===== config.mk =====
export PLATFORM = sky130hd
export DESIGN_NAME = ram_dp_be
export DESIGN_NICKNAME = d
export VERILOG_FILES = /design/src/rtl/ram_dp_be.sv
export SDC_FILE = /design/constraint.sdc
export NUM_CORES = 2
export LEC_CHECK = 0
export ABC_AREA = 0
export CAP_MARGIN = 20
export CORE_ASPECT_RATIO = 1.1
export CORE_MARGIN = 2
export CORE_UTILIZATION = 39
export DETAILED_ROUTE_END_ITERATION = 12
export PLACE_DENSITY = 0.65
export SETUP_SLACK_MARGIN = 0.3
export SYNTH_ARGS = -nofsm -noshare
export SYNTH_HDL_FRONTEND = slang
export SYNTH_SLANG_ARGS = --single-unit

===== constraint.sdc =====
create_clock -name clk -period 13.5 [get_ports clk]
set_input_delay 2.025 -clock clk [delete_from_list [all_inputs] [get_ports clk]]
set_output_delay 2.025 -clock clk [all_outputs]
set_load 0.03 [all_outputs]

===== src/rtl/ram_dp_be.sv =====
// Simple-dual-port RAM with byte enables, a post-reset clear sweep and selectable read latency.
// Optional per-byte even parity when RAM_PARITY_EN is defined.
module ram_dp_be #(
  parameter int unsigned DATA_WIDTH = 8,
  parameter int unsigned ADDR_WIDTH = 8,
  parameter int unsigned RD_LATENCY = 1,
  parameter int unsigned RDW_MODE   = 0
) (
  input  logic                    clk,
  input  logic                    rst,
  input  logic                    wr_en,
  input  logic [ADDR_WIDTH-1:0]   wr_addr,
  input  logic [DATA_WIDTH-1:0]   wr_data,
  input  logic [DATA_WIDTH/8-1:0] wr_be,
  input  logic                    rd_en,
  input  logic [ADDR_WIDTH-1:0]   rd_addr,
  output logic [DATA_WIDTH-1:0]   rd_data,
  output logic                    rd_valid,
`ifdef RAM_PARITY_EN
  input  logic [DATA_WIDTH/8-1:0] par_inject,
  output logic                    parity_err,
`endif
  output logic                    busy
);

  localparam int unsigned NumBytes = DATA_WIDTH / 8;
  localparam int unsigned Depth    = 1 << ADDR_WIDTH;

  typedef enum logic {StInit, StReady} state_e;

  state_e                  state_q, state_d;
  logic [ADDR_WIDTH-1:0]   ptr_q, ptr_d;
  logic [DATA_WIDTH-1:0]   mem [Depth];
  logic                    wr_acc, rd_acc, collide;
  logic [DATA_WIDTH-1:0]   rd_word;
  logic                    out_valid;
  logic [DATA_WIDTH-1:0]   out_data;

  always_comb begin
    state_d = state_q;
    ptr_d   = ptr_q;
    if (state_q == StInit) begin
      ptr_d = ptr_q + 1'b1;
      if (ptr_q == '1) state_d = StReady;
    end
  end

  always_ff @(posedge clk) begin
    if (rst) begin
      state_q <= StInit;
      ptr_q   <= '0;
    end else begin
      state_q <= state_d;
      ptr_q   <= ptr_d;
    end
  end

  assign busy    = (state_q == StInit);
  assign wr_acc  = wr_en && (state_q == StReady);
  assign rd_acc  = rd_en && (state_q == StReady);
  assign collide = wr_acc && (wr_addr == rd_addr) && (RDW_MODE == 1);

  always_ff @(posedge clk) begin
    if (!rst) begin
      if (state_q == StInit) begin
        mem[ptr_q] <= '0;
      end else if (wr_acc) begin
        for (int i = 0; i < NumBytes; i++) begin
          if (wr_be[i]) mem[wr_addr][8*i +: 8] <= wr_data[8*i +: 8];
        end
      end
    end
  end

  // Write-first collisions take the enabled bytes straight from the write port.
  always_comb begin
    rd_word = mem[rd_addr];
    for (int i = 0; i < NumBytes; i++) begin
      if (collide && wr_be[i]) rd_word[8*i +: 8] = wr_data[8*i +: 8];
    end
  end

  if (RD_LATENCY == 2) begin : g_lat2
    logic                  s1_valid;
    logic [DATA_WIDTH-1:0] s1_data;
    always_ff @(posedge clk) begin
      if (rst) begin
        s1_valid <= 1'b0;
        s1_data  <= '0;
      end else begin
        s1_valid <= rd_acc;
        if (rd_acc) s1_data <= rd_word;
      end
    end
    assign out_valid = s1_valid;
    assign out_data  = s1_data;
  end else begin : g_lat1
    assign out_valid = rd_acc;
    assign out_data  = rd_word;
  end

  always_ff @(posedge clk) begin
    if (rst) begin
      rd_valid <= 1'b0;
      rd_data  <= '0;
    end else begin
      rd_valid <= out_valid;
      if (out_valid) rd_data <= out_data;
    end
  end

`ifdef RAM_PARITY_EN
  logic [NumBytes-1:0] par_mem [Depth];
  logic [NumBytes-1:0] rd_par;
  logic                rd_perr;
  logic                perr_out;

  always_ff @(posedge clk) begin
    if (!rst) begin
      if (state_q == StInit) begin
        par_mem[ptr_q] <= '0;
      end else if (wr_acc) begin
        for (int i = 0; i < NumBytes; i++) begin
          if (wr_be[i]) par_mem[wr_addr][i] <= (^wr_data[8*i +: 8]) ^ par_inject[i];
        end
      end
    end
  end

  always_comb begin
    rd_par  = par_mem[rd_addr];
    rd_perr = 1'b0;
    for (int i = 0; i < NumBytes; i++) begin
      if (collide && wr_be[i]) rd_par[i] = (^wr_data[8*i +: 8]) ^ par_inject[i];
      if ((^rd_word[8*i +: 8]) != rd_par[i]) rd_perr = 1'b1;
    end
  end

  if (RD_LATENCY == 2) begin : g_perr2
    logic s1_perr;
    always_ff @(posedge clk) begin
      if (rst) s1_perr <= 1'b0;
      else if (rd_acc) s1_perr <= rd_perr;
    end
    assign perr_out = s1_perr;
  end else begin : g_perr1
    assign perr_out = rd_perr;
  end

  always_ff @(posedge clk) begin
    if (rst) parity_err <= 1'b0;
    else     parity_err <= out_valid && perr_out;
  end
`endif

endmodule


==> impl_metrics.ini <==
[outcome]
status = complete, no violations

[die]
initial_core_util_pct = 39.1
die-width_um = 438
core_area_um2 = 206000
die_y_um = 481
pin_count = 39
rows = 175
dieArea_um2 = 210000

[timing]
worst_pin_slew_ns = 1.12
report.final.slew_viol_count = 0
slew_headroom_pct = 25.4
fin_skew_ns = 0.0219
final-setup-viol-count = 0
rsz0062_at_grt = no
max_freq_ghz = 0.177
final.setup.tns_ns = 0
finalHoldViolCount = 0
fin_crit_ns = 5.64
setup_ws_ns = 7.86
fin_crit_sh_pct = 41.8

[clock_network]
cts.sinks = 2066
clk_pin_slew_ns = 0.06
cts.repair.resized = 0
ctsHoldBuffers = 0
post_cts_buffers = 0
clockBufferDepth = 3
cts_tree = done
clock_latency_ns = 0.84
clockRootBuffer = clkbuf_16
numCtsBuffers = 191
htreeDepth = 4

[synthesis]
synth_top_area_share_pct = 76.3
syn_area_um2 = 80700
yosysSeqAreaShare_pct = 76.7
synth_ff_type = edfxtp_1
syn-instance-count = 4034
synth-seq-cells = 2066
async_flop_share_pct = 0
synth.net_count = 4064
yosys_warnings = 0
yosys-top-cells-area = edfxtp_1, mux4_2, mux2i_1
yosys.area.top_type = edfxtp_1
synth_cell_types = 58
synth_edf_count = 2048
avgSynthCellArea_um2 = 20.0

[grt]
grt-ovfl-total = 0
grtUsageTotal_pct = 20.1
grt_pass1_vias = 40500
grt_antenna_before_repair = 7
grt_pass1_wl_mm = 303
grt_max_degree = 167

[placement]
dpl.hpwl_mm = 132
gp_congestion = 0.912
portBuffers = 38
placed_area_um2 = 83700
post-place-ws_ns = 7.01

[power_and_ir_drop]
ir_drop_mv = 0.146
p_per_area_nw_per_um2 = 141
power.total_mw = 12.6
cellLeakagePower_nw = 31.7

[detailed_routing]
wirelength_mm = 214
ant_nets = 0
routedWlPerCell_um = 30.5
wl_met2_mm = 104
drc = 0
via_per_inst = 5.86
drt-met1-wl_mm = 81.7
top_layer = met4
route.vias.total = 41100
first_pass_iters = 5
dr_wl_met3_mm = 17.4
drt_first_iter_violations = 5565

[finish]
nNetsFinal = 4145
finalInstanceArea_um2 = 89800
area_delta_synth_final_pct = 11.4
layout-drive-gt1-share_pct = 17.8
fillers = 17400

[setup_path]
cp_data_required_time_ns = 14.28
worst_ep_arrival_time_ns = 6.42
criticalPathCategory = in -> reg
critPathCaptureType = flop
worst_setup_path_start_kind = primary input
cp_max_fo = 40

[flow_run]
max_cap_violations = 0

[min_path]
hold_path.class = reg -> reg
-- synthesized netlist by cell type, types with 7 or more instances --
| cell type | n |
|---|---|
| a211oi_1 | 58 |
| o21ai_0 | 35 |
| mux4_2 | 359 |
| o21ai_1 | 9 |
| nand2_1 | 132 |
| and2_1 | 14 |
| buf_4 | 13 |
| nand3_1 | 54 |
| or3_1 | 7 |
| nand2b_1 | 7 |
| dfxtp_1 | 18 |
| buf_8 | 17 |
| nor3_1 | 21 |
| a22oi_1 | 81 |
| clkbuf_1 | 97 |
| buf_1 | 13 |
| a21oi_1 | 53 |
| nand3b_1 | 22 |
| nor2_1 | 282 |
| buf_12 | 11 |
| o221ai_1 | 48 |
| a2111oi_0 | 8 |
| nand4_1 | 10 |
| o31ai_1 | 13 |
| a31oi_1 | 8 |
| mux2i_1 | 313 |
| buf_6 | 26 |
| buf_2 | 65 |
| o22ai_1 | 118 |
| edfxtp_1 | 2048 |
-- final cells by class --
cell class / instances / area (um^2) / area share [%]
Clock inverter: 123 / 1110 / 1.24
Antenna cell: 11 / 27.5 / 0.0306
Multi-Input combinational cell: 1723 / 17300 / 19.2
Timing Repair Buffer: 130 / 1160 / 1.29
Inverter: 3 / 12.5 / 0.0139
Clock buffer: 228 / 4950 / 5.51
Sequential cell: 2066 / 61900 / 68.9
Tap cell: 2743 / 3430 / 3.82
-- per-stage QoR --
stage	util [%]	instances	hold WS (ns)
floorplan	-	4034	0.507
global placement	40.6	6658	0.582
detailed placement	40.6	6664	0.608
CTS	43.6	7015	0.616
global route	43.6	7018	0.651
finish	43.6	7027	0.624
-- placed cells by master, fill, tap and decap left out, types with 31 or more instances in the layout --
| cell | synthesis | final |
|---|---|---|
| a211oi_1 | 58 | 58 |
| a21oi_1 | 53 | 52 |
| a22oi_1 | 81 | 81 |
| buf_4 | 13 | 81 |
| clkbuf_1 | 97 | 34 |
| clkbuf_16 | 0 | 191 |
| clkdlybuf4s50_1 | 0 | 34 |
| clkinv_1 | 0 | 48 |
| clkinv_2 | 0 | 31 |
| edfxtp_1 | 2048 | 2048 |
| mux2i_1 | 313 | 313 |
| mux4_2 | 359 | 359 |
| nand2_1 | 132 | 131 |
| nand3_1 | 54 | 47 |
| nor2_1 | 282 | 279 |
| o21ai_0 | 35 | 34 |
| o221ai_1 | 48 | 48 |
| o22ai_1 | 118 | 118 |
-- per-layer routing --
metal	track usage, %	vias to the layer above
met5	0	-
met4	9.84	0
met3	3.24	403
met2	32.5	2192
met1	26.5	21700
li1	-	16900
-- sequential cells by signal, indices dropped and copies added (netlist names) --
register	count
mem	2048
ptr_q	8
rd_data	8
rd_valid	1
state_q	1
-- worst paths after layout --
kind	from	endpoint	slack, ns	cells after the start
worst max-delay path	rd_addr[2]	rd_data[5]	7.86	11
worst min-delay path	ptr_q[0]	ptr_q[0]	0.62	2
worst max register to register	state_q	mem[75][4]	9.24	7
worst min register to register	ptr_q[0]	ptr_q[0]	0.62	2
-- worst max-delay path: stages --
cell and delay (ns):
buf_2 0.08, buf_4 0.33, buf_4 0.55, nand2b_2 0.50, buf_4 0.48, o221ai_1 0.51
a21oi_1 0.20, a31oi_1 0.26, nand4_1 0.22, nor4_1 0.95, a211o_1 0.18
-- logic make-up after synthesis --
family | count (synthesis) | synth area share, %
AO/OA/AOI/OAI | 464 | 4.00
multiplexers | 677 | 14.1
flip-flops | 2066 | 76.7
XOR/XNOR | 7 | 0.0760
adder cells (fa/ha/maj) | 1 | 0.0155
AND/OR/NAND/NOR | 574 | 3.13
buffers and inverters | 245 | 2.00
-- report_power, final --
part	internal [mW]	total [mW]	switching, mW
Sequential	6.94	6.95	0.00256
Combinational	0.139	0.413	0.274
Clock	2.88	5.28	2.40
Note: power is estimated with default switching activity, not from simulation.
